**src/rtl/cpu_ifetch.sv**
```systemverilog
// Instruction fetch stage: owns the fetch PC, issues one-word reads to the
// instruction cache and queues returned words with their PC for decode.
module cpu_ifetch #(
  parameter logic [31:0] RESET_ADDR = 32'hFFFF0000,
  parameter int          FIFO_DEPTH = 4
) (
  input  logic        clock,
  input  logic        reset,
  output logic        cpui_request,
  output logic [31:0] cpui_addr,
  input  logic [31:0] cpui_rdata,
  input  logic        cpui_ack,
  output logic        instr_valid,
  output logic [31:0] instr,
  output logic [31:0] instr_pc,
  input  logic        instr_ready,
  input  logic        jump,
  input  logic [31:0] jump_addr
);

  localparam int AW = $clog2(FIFO_DEPTH);
  localparam int CW = AW + 1;

  typedef struct packed {
    logic [31:0] pc;
    logic [31:0] word;
  } entry_t;

  entry_t          mem [FIFO_DEPTH];
  logic [AW-1:0]   rd_ptr, wr_ptr;
  logic [CW-1:0]   count;
  logic [31:0]     fetch_pc, req_pc;
  logic            outstanding, discard;

  logic [31:0]     target;
  logic            if_free, credit_ok, issue, push, pop;
  logic [CW:0]     in_use;
  logic            unused_addr_bits;

  assign target           = {jump_addr[31:2], 2'b00};
  assign unused_addr_bits = ^jump_addr[1:0];

  // The ack cycle frees the interface, so a new request can follow back-to-back.
  assign if_free   = !outstanding || cpui_ack;
  // A live in-flight word already owns a FIFO slot; a discarded one does not.
  assign in_use    = {1'b0, count} + {{CW{1'b0}}, (outstanding && !discard)};
  assign credit_ok = in_use < (CW+1)'(FIFO_DEPTH);

  // A redirect flushes the FIFO, so it only needs a free interface to issue.
  assign issue        = !reset && if_free && (jump || credit_ok);
  assign cpui_request = issue;
  assign cpui_addr    = jump ? target : fetch_pc;

  assign push = cpui_ack && outstanding && !discard && !jump;
  assign pop  = instr_valid && instr_ready && !jump;

  assign instr_valid = (count != '0);
  assign instr       = mem[rd_ptr].word;
  assign instr_pc    = mem[rd_ptr].pc;

  always_ff @(posedge clock) begin
    if (reset) begin
      fetch_pc    <= RESET_ADDR;
      req_pc      <= RESET_ADDR;
      outstanding <= 1'b0;
      discard     <= 1'b0;
    end else begin
      if (issue) begin
        outstanding <= 1'b1;
        req_pc      <= cpui_addr;
      end else if (cpui_ack) begin
        outstanding <= 1'b0;
      end

      // A redirect with an unacked request in flight marks that response stale.
      if (jump && outstanding && !cpui_ack)
        discard <= 1'b1;
      else if (cpui_ack)
        discard <= 1'b0;

      if (jump)
        fetch_pc <= issue ? target + 32'd4 : target;
      else if (issue)
        fetch_pc <= fetch_pc + 32'd4;
    end
  end

  always_ff @(posedge clock) begin
    if (reset) begin
      rd_ptr <= '0;
      wr_ptr <= '0;
      count  <= '0;
    end else if (jump) begin
      rd_ptr <= '0;
      wr_ptr <= '0;
      count  <= '0;
    end else begin
      if (push) wr_ptr <= wr_ptr + AW'(1);
      if (pop)  rd_ptr <= rd_ptr + AW'(1);
      case ({push, pop})
        2'b10:   count <= count + CW'(1);
        2'b01:   count <= count - CW'(1);
        default: count <= count;
      endcase
    end
  end

  always_ff @(posedge clock) begin
    if (!reset && push)
      mem[wr_ptr] <= '{pc: req_pc, word: cpui_rdata};
  end

`ifndef SYNTHESIS
  always_ff @(posedge clock) begin
    if (!reset && cpui_ack && !outstanding)
      $warning("cpu_ifetch: cache ack with no request outstanding");
  end
`endif

endmodule

```
**config.mk**
```make
export PLATFORM = sky130hd
export DESIGN_NAME = cpu_ifetch
export DESIGN_NICKNAME = d
export VERILOG_FILES = /design/src/rtl/cpu_ifetch.sv
export SDC_FILE = /design/constraint.sdc
export NUM_CORES = 1
export LEC_CHECK = 0
export CAP_MARGIN = 20
export CORE_UTILIZATION = 40
export DETAILED_ROUTE_END_ITERATION = 8
export GPL_TIMING_DRIVEN = 0
export PLACE_DENSITY = 0.59
export SETUP_SLACK_MARGIN = 0.2
export SLEW_MARGIN = 20
export SYNTH_ARGS = -nofsm -noshare
export SYNTH_HDL_FRONTEND = slang
export SYNTH_SLANG_ARGS = --single-unit
export TNS_END_PERCENT = 50
```
**constraint.sdc**
```tcl
create_clock -name clock -period 4.9 [get_ports clock]
set_input_delay 0.98 -clock clock [delete_from_list [all_inputs] [get_ports clock]]
set_output_delay 0.98 -clock clock [all_outputs]
set_load 0.05 [all_outputs]
```
==> run metrics <==
run status=complete, no violations; pin count of the biggest net entering global routing=45; complex-gate fraction of the synthesized area=3.75%; I/O Buffers=160; FILL cells=2,823; CP Class=in2out; Worst Setup Start Kind=input pin; pin slew with the least headroom to its limit=1.13 ns; Clk Latency, worst-skew pair=0.51 ns; CP startpoint=cpui_ack; Reg2Reg Setup Slack=2.20 ns; Peak VDD IR=0.000246 V; antenna viol nets, final=0; Die W=185 um; CP Data Required Time=3.92 ns; TritonCTS Sinks=324; count of cell types in the netlist=57; CTS tree=yes; Initial Util=41.0%; via count=8,474; Critical Path, Cell by Cell=clkdlybuf4s50_1, nor2b_1, a2111o_1, inv_1, buf_2, buf_1, clkbuf_2; number of flops mapped to enable cells by yosys=252; Pre-antenna DRT Iters=5; register area=9010 um2; Worst R2R Path Depth=8; #FFs+latches synth=324; final hold vios=0; Layout Nets=1,166; Core ar.=32,800 um2; Die Footprint=34,400 um2; vias per cell=5.44; Final Max Tran Viols=0; simple-gate share of the synthesized area=10.4%; DP Wirelength=21.8 mm; RR Startpoint=discard; Hold WC Path Type=reg2reg; Critical Path AT=3.52 ns; Mapped Area=13,500 um2; register area share after synthesis=67.0%; CTS Buffer Depth=3; Routed wire per std cell=20.8 um; CTS Hold Bufs=0; fraction of layout cells with a size suffix above 1=15.4%; Final WS setup=0.404 ns; min Tclk post-route=4.50 ns; crit path capture=cpui_request; WHS=0.498 ns; main combinational cell family by area after synthesis=multiplexers; most frequent cell after synthesis=edfxtp_1; Final Wtd Congestion=0.875; RSZ-0062 raised after global routing=yes; Slew HR=24.1%; Synth Flop Type=edfxtp_1; CTS buffer count=35; f_max=222 MHz; initial antenna violation count=0; H-tree levels=2; global router's overall resource usage=19.3%; Row Count=66; DRC violation total after the first TritonRoute iteration=734; xor/xnor cell area share of the yosys netlist=2.73%; pwr/cell area=371 nW/um2; maximum fanout along the worst path=10; DRT Wirelength=32.5 mm; pre-CTS setup slack=-0.121 ns; max_cap viols=0; cell count after synthesis=887; Async SR Flop Fraction=0%; Leakage=5.52 nW; post-synthesis mux area share=13.3%; Antenna diodes=0; DRC Markers=0; area delta synth->final=25.8%; YS warnings=0; grt total ovfl=0; top cell type by total area after synthesis=edfxtp_1; commonest cells in the netlist=edfxtp_1, nand2_1, dfxtp_1, mux4_2; area of the multi-input gates=4190 um2; slowest CP cell=clkdlybuf4s50_1; final setup violating endpoints=0; post-synthesis adder-cell area fraction=0.800%; reg2reg end=req_pc[11]; worst clock skew=0.0121 ns; Die Ht=185 um; first-pass GRT wire length=49.6 mm; vias in the first global route=8,333; Synth top area share=56.3%; top cells by area, synth=edfxtp_1, dfxtp_1, mux4_2, nand2_1, mux2_2; Clock Tree Root=clkbuf_16; endpoint class of the critical path=output port; Top Ports=167; clk slew on worst S/H paths=0.06 ns; Final period util=91.7%; mean area per synthesized cell=15.2 um2; Critical Path Max Stage Delay=0.53 ns
==> placed cells by master, fill, tap and decap left out, types with 11 or more instances in the layout <==
cell,instances
edfxtp_1,252
clkdlybuf4s50_1,159
nand2_1,91
dfxtp_1,72
mux4_2,63
clkbuf_16,36
clkbuf_1,34
nand4_1,33
nand3_1,33
mux2_2,28
nor2_1,28
o21ai_0,27
xnor2_1,24
nor3_1,22
nor4_1,19
xor2_1,18
inv_1,15
and3_1,12
buf_1,11
==> state kept, by name, indices dropped and copies added (netlist names), named ones only <==
register / flops
mem: 252
req_pc: 31
fetch_pc: 30
count: 3
rd_ptr: 2
wr_ptr: 2
discard: 1
outstanding: 1
==> worst min path at each step <==
stage	from	endpoint	depth (start not counted)
global placement	req_pc[30]	mem[2][62]	0
global route	req_pc[12]	req_pc[12]	2
floorplan	req_pc[1]	mem[0][33]	0
CTS	req_pc[4]	req_pc[4]	2
detailed placement	req_pc[1]	mem[3][33]	0
finish	req_pc[7]	req_pc[7]	2
==> per-layer routing <==
| layer | vias up | GRT usage [%] | wire [um] |
|---|---|---|---|
| li1 | 3895 | - | - |
| met1 | 4186 | 26.3 | 14000 |
| met2 | 331 | 31.0 | 15400 |
| met3 | 62 | 4.07 | 2310 |
| met4 | 0 | 5.49 | 719 |
| met5 | - | 0 | 0 |
==> area by class of cell <==
| type | count | area share [%] |
|---|---|---|
| sequential | 324 | 53.2 |
| multi-input combinational | 499 | 24.7 |
| timing repair buffer | 164 | 10.1 |
| clock buffer | 48 | 5.88 |
| tap | 442 | 3.27 |
| buffer | 50 | 1.33 |
| clock inverter | 16 | 1.18 |
| inverter | 15 | 0.333 |
==> report_power, final <==
| group | switching, mW | internal, mW | leakage [nW] |
|---|---|---|---|
| Clock | 1.05 | 1.64 | 0.588 |
| Combinational | 0.323 | 0.190 | 2.04 |
| Sequential | 0.0574 | 3.03 | 2.89 |
| Total | 1.43 | 4.86 | 5.52 |
==> kinds of logic (layout without fill, tap and decap cells) <==
family	count (synthesis)	after routing
flops	324	324
simple gates	274	274
mux	96	96
compound gates	77	77
buf+inv	65	293
xor+xnor	42	42
fa+ha+maj	8	8
other cells	1	2
==> stage by stage <==
| stage | setup TNS, ns | util (%) | instance area, um2 | total power, mW | cells |
|---|---|---|---|---|---|
| 5_1_grt | 0 | 51.6 | 16900 | 6.50 | 1558 |
| 3_3_place_gp | -88.20 | 47.6 | 15600 | 3.65 | 1490 |
| 4_1_cts | 0 | 51.6 | 16900 | 6.36 | 1558 |
| 6_report | 0 | 51.6 | 16900 | 6.29 | 1558 |
| 3_5_place_dp | -0.121 | 48.0 | 15700 | 3.65 | 1494 |
| 2_1_floorplan | 0 | - | 13500 | 3.42 | 888 |
==> worst max-delay path, delay by kind of cell <==
| family | cells | cell delay [ns] |
|---|---|---|
| AOI/OAI and AO/OA | 1 | 0.52 |
| buffers and inverters | 5 | 1.86 |
| and+or+nand+nor | 1 | 0.14 |
==> what timing repair did <==
item	CTS	global route
buffers inserted	0	0
resized for setup	3	5
hold endpoints to repair	0	0
endpoints found under the setup margin	2	24
Power figures use the tool's default switching activity.
